## src/rtl/vram_arb_pkg.sv

```systemverilog
// vram_arb_pkg: shared widths and enums for the VRAM arbiter.
//   AW / DW  : RAM address / data width (8 KB x 8 screen RAM)
//   cpu_state_e : CPU access FSM states
//   owner_e     : tag travelling alongside a RAM read to route its data
package vram_arb_pkg;

   localparam int AW = 13;
   localparam int DW = 8;

   typedef enum logic [1:0] {
      C_IDLE = 2'd0,
      C_PEND = 2'd1,
      C_RD   = 2'd2,
      C_ACK  = 2'd3
   } cpu_state_e;

   typedef enum logic [1:0] {
      T_NONE = 2'd0,
      T_VID  = 2'd1,
      T_CPU  = 2'd2
   } owner_e;

endpackage

```

## src/rtl/vram_arbiter_if.sv

```systemverilog
// vram_arbiter_if: video fetch, CPU bus and RAM port signals of the arbiter.
//   slave  : arbiter view (takes video/CPU requests, drives the RAM port)
//   master : environment view (video fetch, CPU decode and RAM)
interface vram_arbiter_if;
   import vram_arb_pkg::*;

   logic          vid_req;
   logic [AW-1:0] vid_addr;
   logic [DW-1:0] vid_data;
   logic          vid_valid;

   logic          cpu_req;
   logic          cpu_we;
   logic [AW-1:0] cpu_addr;
   logic [DW-1:0] cpu_wdata;
   logic [DW-1:0] cpu_rdata;
   logic          cpu_ack;
   logic          cpu_wait;

   logic [AW-1:0] ram_addr;
   logic [DW-1:0] ram_wdata;
   logic          ram_we;
   logic [DW-1:0] ram_rdata;

   modport slave (
      input  vid_req, vid_addr, cpu_req, cpu_we, cpu_addr, cpu_wdata, ram_rdata,
      output vid_data, vid_valid, cpu_rdata, cpu_ack, cpu_wait,
             ram_addr, ram_wdata, ram_we
   );

   modport master (
      output vid_req, vid_addr, cpu_req, cpu_we, cpu_addr, cpu_wdata, ram_rdata,
      input  vid_data, vid_valid, cpu_rdata, cpu_ack, cpu_wait,
             ram_addr, ram_wdata, ram_we
   );

endinterface

```

## src/rtl/vram_wbuf.sv

```systemverilog
// vram_wbuf: one-entry posted write buffer for the CPU side of vram_arbiter.
// Only exists when VRAM_ARB_WRITE_BUFFER_EN is defined.
//   clk_pix, nreset : clock, async active-low reset
//   fill            : load addr_in/data_in, buffer becomes full
//   port_idle       : RAM port not claimed by video this cycle
//   full            : buffer holds an undrained write
//   drain           : buffered write is on the RAM port this cycle
//   addr, data      : buffered write
`ifdef VRAM_ARB_WRITE_BUFFER_EN
module vram_wbuf
   import vram_arb_pkg::*;
(
   input  logic          clk_pix,
   input  logic          nreset,
   input  logic          fill,
   input  logic          port_idle,
   input  logic [AW-1:0] addr_in,
   input  logic [DW-1:0] data_in,
   output logic          full,
   output logic          drain,
   output logic [AW-1:0] addr,
   output logic [DW-1:0] data
);

   logic          full_q, full_d;
   logic [AW-1:0] addr_q, addr_d;
   logic [DW-1:0] data_q, data_d;

   // fill is only raised while empty, so it never coincides with drain
   always_comb begin
      drain  = full_q && port_idle;
      full_d = full_q;
      addr_d = addr_q;
      data_d = data_q;
      if (fill) begin
         full_d = 1'b1;
         addr_d = addr_in;
         data_d = data_in;
      end else if (drain) begin
         full_d = 1'b0;
      end
   end

   always_ff @(posedge clk_pix or negedge nreset) begin
      if (!nreset) begin
         full_q <= 1'b0;
         addr_q <= '0;
         data_q <= '0;
      end else begin
         full_q <= full_d;
         addr_q <= addr_d;
         data_q <= data_d;
      end
   end

   assign full = full_q;
   assign addr = addr_q;
   assign data = data_q;

endmodule
`endif

```

## src/rtl/vram_arbiter.sv

```systemverilog
// vram_arbiter: single-port screen RAM shared by the HDMI video fetch
// (absolute priority, fixed 2-cycle read latency) and the Z80 CPU
// (req/ack handshake, WAIT while held off).
//   clk_pix, nreset : pixel clock, async active-low reset
//   bus (slave)     : vid_* fetch port, cpu_* bus port, ram_* RAM port
// Optional: VRAM_ARB_WRITE_BUFFER_EN adds a one-entry posted write buffer.
//
// state  | meaning
// C_IDLE | no CPU access; a request is captured here
// C_PEND | captured access waiting for a free RAM cycle (cpu_wait=1)
// C_RD   | read issued last cycle; ram_rdata captured (cpu_wait=1)
// C_ACK  | cpu_ack pulse
module vram_arbiter
   import vram_arb_pkg::*;
(
   input  logic          clk_pix,
   input  logic          nreset,
   vram_arbiter_if.slave bus
);

   cpu_state_e    state_q, state_d;
   logic          cpu_we_q, cpu_we_d;
   logic [AW-1:0] cpu_addr_q, cpu_addr_d;
   logic [DW-1:0] cpu_wdata_q, cpu_wdata_d;
   logic [DW-1:0] cpu_rdata_q, cpu_rdata_d;
   logic [DW-1:0] vid_data_q, vid_data_d;
   logic [AW-1:0] last_addr_q, last_addr_d;
   owner_e        tag0_q, tag0_d;
   owner_e        tag1_q, tag1_d;

   logic          cpu_take;
   logic          port_free;
   logic          cpu_issue;
   logic          wbuf_fill;
   logic          wbuf_drain;
   logic [AW-1:0] wbuf_addr;
   logic [DW-1:0] wbuf_data;
   owner_e        owner;
   logic [AW-1:0] ram_addr;
   logic [DW-1:0] ram_wdata;
   logic          ram_we;

   assign cpu_take = (state_q == C_IDLE) && bus.cpu_req;

`ifdef VRAM_ARB_WRITE_BUFFER_EN
   logic wbuf_full;

   // A pending access also waits for the buffer so reads see posted writes
   assign wbuf_fill = cpu_take && bus.cpu_we && !wbuf_full;
   assign port_free = !bus.vid_req && !wbuf_full;

   vram_wbuf u_wbuf (
      .clk_pix   (clk_pix),
      .nreset    (nreset),
      .fill      (wbuf_fill),
      .port_idle (!bus.vid_req),
      .addr_in   (bus.cpu_addr),
      .data_in   (bus.cpu_wdata),
      .full      (wbuf_full),
      .drain     (wbuf_drain),
      .addr      (wbuf_addr),
      .data      (wbuf_data)
   );
`else
   assign wbuf_fill  = 1'b0;
   assign wbuf_drain = 1'b0;
   assign wbuf_addr  = '0;
   assign wbuf_data  = '0;
   assign port_free  = !bus.vid_req;
`endif

   always_ff @(posedge clk_pix or negedge nreset) begin
      if (!nreset) begin
         state_q     <= C_IDLE;
         cpu_we_q    <= 1'b0;
         cpu_addr_q  <= '0;
         cpu_wdata_q <= '0;
         cpu_rdata_q <= '0;
         vid_data_q  <= '0;
         last_addr_q <= '0;
         tag0_q      <= T_NONE;
         tag1_q      <= T_NONE;
      end else begin
         state_q     <= state_d;
         cpu_we_q    <= cpu_we_d;
         cpu_addr_q  <= cpu_addr_d;
         cpu_wdata_q <= cpu_wdata_d;
         cpu_rdata_q <= cpu_rdata_d;
         vid_data_q  <= vid_data_d;
         last_addr_q <= last_addr_d;
         tag0_q      <= tag0_d;
         tag1_q      <= tag1_d;
      end
   end

   always_comb begin
      state_d = state_q;
      case (state_q)
         C_IDLE:  if (cpu_take) state_d = wbuf_fill ? C_ACK : C_PEND;
         C_PEND:  if (port_free) state_d = cpu_we_q ? C_ACK : C_RD;
         C_RD:    state_d = C_ACK;
         C_ACK:   state_d = C_IDLE;
         default: state_d = C_IDLE;
      endcase
   end

   // RAM port: video always wins; otherwise buffer drain, then CPU, else hold
   always_comb begin
      cpu_issue = (state_q == C_PEND) && port_free;
      ram_addr  = last_addr_q;
      ram_wdata = cpu_wdata_q;
      ram_we    = 1'b0;
      owner     = T_NONE;
      if (bus.vid_req) begin
         ram_addr = bus.vid_addr;
         owner    = T_VID;
      end else if (wbuf_drain) begin
         ram_addr  = wbuf_addr;
         ram_wdata = wbuf_data;
         ram_we    = 1'b1;
      end else if (cpu_issue) begin
         ram_addr = cpu_addr_q;
         ram_we   = cpu_we_q;
         owner    = cpu_we_q ? T_NONE : T_CPU;
      end
   end

   always_comb begin
      cpu_we_d    = cpu_we_q;
      cpu_addr_d  = cpu_addr_q;
      cpu_wdata_d = cpu_wdata_q;
      if (cpu_take) begin
         cpu_we_d    = bus.cpu_we;
         cpu_addr_d  = bus.cpu_addr;
         cpu_wdata_d = bus.cpu_wdata;
      end
      // tag0 marks the cycle ram_rdata belongs to the access issued before
      cpu_rdata_d = (tag0_q == T_CPU) ? bus.ram_rdata : cpu_rdata_q;
      vid_data_d  = (tag0_q == T_VID) ? bus.ram_rdata : vid_data_q;
      tag0_d      = owner;
      tag1_d      = tag0_q;
      last_addr_d = ram_addr;
   end

   assign bus.ram_addr  = ram_addr;
   assign bus.ram_wdata = ram_wdata;
   assign bus.ram_we    = ram_we;
   assign bus.vid_data  = vid_data_q;
   assign bus.vid_valid = (tag1_q == T_VID);
   assign bus.cpu_rdata = cpu_rdata_q;
   assign bus.cpu_ack   = (state_q == C_ACK);
   assign bus.cpu_wait  = (state_q == C_PEND) || (state_q == C_RD);

endmodule

```

## src/flat_wrapper.sv

```systemverilog
// flat-port wrapper written by rule: the top's interface ports become plain ports
module vram_arbiter_flat import vram_arb_pkg::*;
  (clk_pix, nreset, bus_vid_req, bus_vid_addr, bus_cpu_req, bus_cpu_we, bus_cpu_addr, bus_cpu_wdata, bus_ram_rdata, bus_vid_data, bus_vid_valid, bus_cpu_rdata, bus_cpu_ack, bus_cpu_wait, bus_ram_addr, bus_ram_wdata, bus_ram_we);
  vram_arbiter_if bus_i ();
  input  logic clk_pix;
  input  logic nreset;
  input wire logic [$bits(bus_i.vid_req)-1:0] bus_vid_req;
  input wire logic [$bits(bus_i.vid_addr)-1:0] bus_vid_addr;
  input wire logic [$bits(bus_i.cpu_req)-1:0] bus_cpu_req;
  input wire logic [$bits(bus_i.cpu_we)-1:0] bus_cpu_we;
  input wire logic [$bits(bus_i.cpu_addr)-1:0] bus_cpu_addr;
  input wire logic [$bits(bus_i.cpu_wdata)-1:0] bus_cpu_wdata;
  input wire logic [$bits(bus_i.ram_rdata)-1:0] bus_ram_rdata;
  output wire logic [$bits(bus_i.vid_data)-1:0] bus_vid_data;
  output wire logic [$bits(bus_i.vid_valid)-1:0] bus_vid_valid;
  output wire logic [$bits(bus_i.cpu_rdata)-1:0] bus_cpu_rdata;
  output wire logic [$bits(bus_i.cpu_ack)-1:0] bus_cpu_ack;
  output wire logic [$bits(bus_i.cpu_wait)-1:0] bus_cpu_wait;
  output wire logic [$bits(bus_i.ram_addr)-1:0] bus_ram_addr;
  output wire logic [$bits(bus_i.ram_wdata)-1:0] bus_ram_wdata;
  output wire logic [$bits(bus_i.ram_we)-1:0] bus_ram_we;
  assign bus_i.vid_req = bus_vid_req;
  assign bus_i.vid_addr = bus_vid_addr;
  assign bus_i.cpu_req = bus_cpu_req;
  assign bus_i.cpu_we = bus_cpu_we;
  assign bus_i.cpu_addr = bus_cpu_addr;
  assign bus_i.cpu_wdata = bus_cpu_wdata;
  assign bus_i.ram_rdata = bus_ram_rdata;
  assign bus_vid_data = bus_i.vid_data;
  assign bus_vid_valid = bus_i.vid_valid;
  assign bus_cpu_rdata = bus_i.cpu_rdata;
  assign bus_cpu_ack = bus_i.cpu_ack;
  assign bus_cpu_wait = bus_i.cpu_wait;
  assign bus_ram_addr = bus_i.ram_addr;
  assign bus_ram_wdata = bus_i.ram_wdata;
  assign bus_ram_we = bus_i.ram_we;
  vram_arbiter u_core (.clk_pix(clk_pix), .nreset(nreset), .bus(bus_i));
endmodule
```

## config.mk

```make
export PLATFORM = sky130hd
export DESIGN_NAME = vram_arbiter_flat
export DESIGN_NICKNAME = d
export VERILOG_FILES = /design/src/rtl/vram_arb_pkg.sv /design/src/rtl/vram_arbiter_if.sv /design/src/rtl/vram_wbuf.sv /design/src/rtl/vram_arbiter.sv /design/src/flat_wrapper.sv
export SDC_FILE = /design/constraint.sdc
export NUM_CORES = 1
export LEC_CHECK = 0
export CORE_AREA = 2 2 90 75
export CTS_CLUSTER_SIZE = 28
export DETAILED_ROUTE_END_ITERATION = 16
export DIE_AREA = 0 0 92 77
export PLACE_DENSITY_LB_ADDON = 0.12
export SETUP_SLACK_MARGIN = 0.3
export SYNTH_ARGS = -nofsm -noshare
export SYNTH_HDL_FRONTEND = slang
export SYNTH_SLANG_ARGS = --single-unit
```

## constraint.sdc

```tcl
create_clock -name clk_pix -period 1.5 [get_ports clk_pix]
set_clock_uncertainty 0.2 [all_clocks]
set_input_delay 0.15 -clock clk_pix [delete_from_list [all_inputs] [get_ports clk_pix]]
set_output_delay 0.15 -clock clk_pix [all_outputs]
set_load 0.01 [all_outputs]
```

## Word-level counts from Yosys, hierarchy flattened

Cells that the tools add are included.
Widths: inputs -> output; s select.

| cells by class | value |
|---|---|
| reduce and logical (&&, ||, !) cells | 6 |
| multiplexer cells | 11 |
| equal/unequal tests | 8 |

Operators with widths:

| kind | count |
|---|---|
| $mux 13 | 2 |
| $mux 2 | 5 |
| $pmux 2 s4 | 1 |
| $eq 2x1->1 const B | 3 |
| $eq 2x2->1 const B | 3 |
| $mux 1 | 3 |
| $logic_and 1x1->1 | 2 |
| $logic_not 2->1 | 1 |
| $ne 2x1->1 const B | 1 |
| $ne 2x2->1 const B | 1 |
| $reduce_and 2->1 | 1 |
| $logic_not 1->1 | 1 |
| $logic_or 1x1->1 | 1 |

| word-level totals | value |
|---|---|
| input port bits | 47 |
| register bits after elaboration | 57 |
| output and inout bits | 41 |
| logic and storage cells | 34 |

## Depth between registers and ports, before layout

| depth | value |
|---|---|
| word-level depth | 4 |
| mapped depth | 6 |
| gate-level depth less buffers | 5 |

## Least setup slack after synthesis

OpenSTA, ideal clock, no wires.

| path | value |
|---|---|
| path type | register -> output |
| from | reg u_core.state_q[1] |
| to | out bus_ram_addr[10] |
| cell stages (with the launch flop) | 7 |
| data arrival time | 1316 ps |
| slack | -166 ps |
| data required time | 1150 ps |
| buffers on the path | 2 |
| path through | dfrtp_1 > inv_1 > ha_1 > buf_6 > buf_6 > mux2i_1 > o21ai_0 |

| on the way | value |
|---|---|
| longest elaborated chain between the ends | 4 |

Ends and longest elaborated chain:

| element | line | text |
|---|---|---|
| start: declaration | vram_arbiter.sv:21 | `cpu_state_e state_q, state_d;` |
| start signal: assignment | vram_arbiter.sv:84 | `state_q <= state_d;` |
| $eq 2x1->1 | vram_arbiter.sv:109 | `cpu_issue = (state_q == C_PEND) && port_free;` |
| $logic_and 1x1->1 | vram_arbiter.sv:109 |  |
| $mux 13 | vram_arbiter.sv:121 | `end else if (cpu_issue) begin` |
| $mux 13 | vram_arbiter.sv:114 | `if (bus.vid_req) begin` |
| end: declaration | flat_wrapper.sv:19 | `output wire logic [$bits(bus_i.ram_addr)-1:0] bus_ram_addr;` |

Every way passes these cells.

## Worst setup path in the final report

| path | value |
|---|---|
| from | reg u_core.state_q[1] |
| to | out bus_ram_addr[7] |

The elaborated chain is that of the path after synthesis.

==> results.yml <==
critical_path:
  r2r_cells: 8
  r2r-end: "u_core.cpu_addr_q[3]"
  endpoint: "bus_ram_addr[7]"
  start_kind: "flip-flop"
  path_max_fanout: 7
  critPathKind: "flip-flop to primary output"
  crit_path_end_kind: "primary output"
  cp.required_ns: 1.15
  crit_start: "u_core.state_q[1]"
  regToRegStartpoint: "u_core.state_q[1]"
  arrival_ns: 1.61
  r2r_setup_slack_ns: -0.32
yosys:
  synth_area_per_cell_um2: 14.3
  synth_fa_ha_area_share_pct: 2.16
  synth.mux.area_fraction_pct: 24.7
  synth_compound_area_share_pct: 4.20
  synth_common_cells: "57 x dfrtp_1, 38 x mux2_2, 13 x mux2i_1, 13 x nand2_1, 13 x o21ai_0"
  yosysWarnings: 0
  synth_top_area_cell: "dfrtp_1"
  synthSimpleGateAreaFrac_pct: 4.04
  synth_top_family_by_area: "multiplexers"
  synth_flop_cell: "dfrtp_1"
  synth_top_area_share_pct: 61.4
  synth_edf_count: 0
  synth_cell_types: 20
  synth_nets: 213
  syn_inst: 162
  synth_area_leaders: "dfrtp_1 61%, mux2_2 18%, mux2i_1 5.6%, o21ai_0 2.8%, ha_1 2.2%"
  yosys.cell_count.top_type: "dfrtp_1"
  async_flop_share_pct: 100
  yosysSeqAreaShare_pct: 61.4
  synth_seq_cells: 57
  netlist_area_um2: 2320
  synthXorXnorAreaFrac_pct: 0
route:
  dr_total_vias: 1762
  drt_iter0_drc: 39
  drc: 0
  viasPerCell: 4.53
  drt_pass1_iterations: 4
  totalWireLength_um: 6080
  postRouteAntennaNets: 0
  wl_per_cell_um: 15.6
global_routing:
  grt_max_degree: 32
  gr-usage-all-layers_pct: 18.0
  overflow: 0
  grt_pass1_vias: 1867
  antenna_found_initial: 0
  grt_pass1_wl_um: 9710
pwr:
  power_frac_seq_pct: 31.2
  p_sw_share_pct: 30.1
  power.switching_mw: 2.44
  power_mw: 8.10
  p_leak_nw: 2.01
  powerDensity_nw_per_um2: 1950
  pwr-share-clk_pct: 18.4
  combPwrFrac_pct: 50.4
  p_int_mw: 5.67
  vdd_drop_max_v: 0.000950
cells_and_area:
  design_area_um2: 4160
  n_fill_cell: 473
  drive_gt1_share_pct: 57.0
  nNetsFinal: 351
  area_growth_pct: 79.3
  antennaDiodeCount: 0
floorplan:
  die-area_um2: 7080
  die_w_um: 92
  die_h_um: 77
  io_pins: 88
  fp.coreArea_um2: 6180
  fp-row-count: 26
  start_util_pct: 37.6
sta:
  fin_tns_setup_ns: -13.96
  fmax_ghz: 0.510
  slew_headroom_pct: 68.1
  fin_crit_sh_pct: 131
  rsz0062_at_grt: "true"
  tightest_slew_ns: 0.479
  setup_viol_count_final: 43
  finalHoldViolations: 0
  min_period_ns: 1.96
  drv_slew: 0
  hold_ws_ns: 0.112
  setup_ws_ns: -0.463
job:
  cap_violations: 0
clock_tree:
  ctsRootBufferMaster: "clkbuf_8"
  clock_sinks: 57
  cts_tree: "done"
  clockBufferDepth: 2
  clk_latency_ns: 0.32
  cts_buffers: 9
  clkSlewWorstSetupHoldPaths_ns: 0.06
  ctsHtreeMaxLevel: 3
placed_design:
  place_congestion: 0.741
  io_buffers: 87
  place_hpwl_um: 3660
  placed_area_um2: 3460
  post-place-ws_ns: -0.471
outcome:
  status: "complete, but fails checks"
  violations: "negative setup slack"
hold_path:
  min_path_type: "input pin to async pin"
==> worst min-delay path by stage <==
stage | endpoint | slack, ns | cells after the start
floorplan | u_core.bus.cpu_rdata[0] | -0.35 | 0
global placement | u_core.last_addr_q[5] | -0.07 | 1
detailed placement | u_core.last_addr_q[5] | -0.06 | 1
CTS | u_core.last_addr_q[5] | 0.11 | 2
global route | u_core.cpu_we_q | 0.11 | 2
finish | u_core.last_addr_q[5] | 0.11 | 2
==> state kept, by name, summed over array words and instances (netlist names) <==
name and cells:
u_core.bus.cpu_rdata 8, u_core.bus.vid_data 8, u_core.cpu_addr_q 13, u_core.cpu_wdata_q 8, u_core.cpu_we_q 1, u_core.last_addr_q 13, u_core.state_q 2, u_core.tag0_q 2
u_core.tag1_q 2
==> final cells by class <==
| type | instances | area, µm² | area share [%] |
|---|---|---|---|
| sequential | 57 | 1430 | 34.3 |
| timing repair buffer | 136 | 1270 | 30.5 |
| multi-input combinational | 93 | 1140 | 27.3 |
| clock buffer | 12 | 165 | 3.97 |
| tap | 84 | 105 | 2.52 |
| clock inverter | 4 | 50.0 | 1.20 |
| inverter | 3 | 11.3 | 0.271 |
==> critical path: stages, from the launching register on <==
cell     delay (ns)
dfrtp_1        0.40
inv_2          0.09
ha_4           0.18
buf_12         0.16
mux2i_4        0.23
o21ai_2        0.08
buf_2          0.14
==> cells in the final DEF (no fill, tap or decap), drive strengths merged <==
master	Yosys	final
buf	9	89
dfrtp	57	57
clkdlybuf4s50	0	45
mux2	39	39
nand2	14	14
o21ai	13	13
mux2i	13	13
clkbuf	0	12
ha	4	4
inv	3	3
nand2b	2	2
clkinvlp	0	2
nor2b	1	1
nor3b	1	1
and3b	1	1
nor2	1	1
a221oi	1	1
a211oi	1	1
a22oi	1	1
a2bb2oi	1	1
bufinv	0	1
clkinv	0	1
dlygate4sd3	0	1
clkdlybuf4s15	0	1
==> power groups by stage <==
stage / Combinational (mW) / Sequential [mW] / Clock [mW]
after floorplan: 1.44 / 2.54 / 0
after global placement: 2.93 / 2.43 / 0
after detailed placement: 2.94 / 2.45 / 0
after CTS: 3.57 / 2.45 / 1.53
after global routing: 4.34 / 2.59 / 1.62
final: 4.09 / 2.53 / 1.49
==> metal layers <==
metal	share of wire (%)	GRT usage (%)
met1	45	23.7
met2	50	28.2
met3	5.3	7.17
met4	0.25	4.03
met5	0	0
==> timing repair <==
| action | 4_1_cts | 5_1_grt |
|---|---|---|
| gates cloned | 4 | 0 |
| hold buffers | 1 | 0 |
| hold endpoints to repair | 57 | 0 |
| resized for setup | 217 | 18 |
| buffers inserted | 11 | 19 |
| pin swaps | 9 | 3 |
| endpoints found under the setup margin | 95 | 95 |
==> logic make-up after synthesis <==
| kind of cell | Yosys count |
|---|---|
| compound gates | 17 |
| fa+ha+maj | 4 |
| flops | 57 |
| mux | 52 |
| buf+inv | 12 |
| simple gates | 20 |
==> through the flow <==
stage | utilization (%) | instances
after CTS | 63.5 | 370
after detailed placement | 56.0 | 338
final | 67.3 | 389
after floorplan | - | 162
after global routing | 67.3 | 389
after global placement | 56.0 | 338
Power figures use the tool's default switching activity.
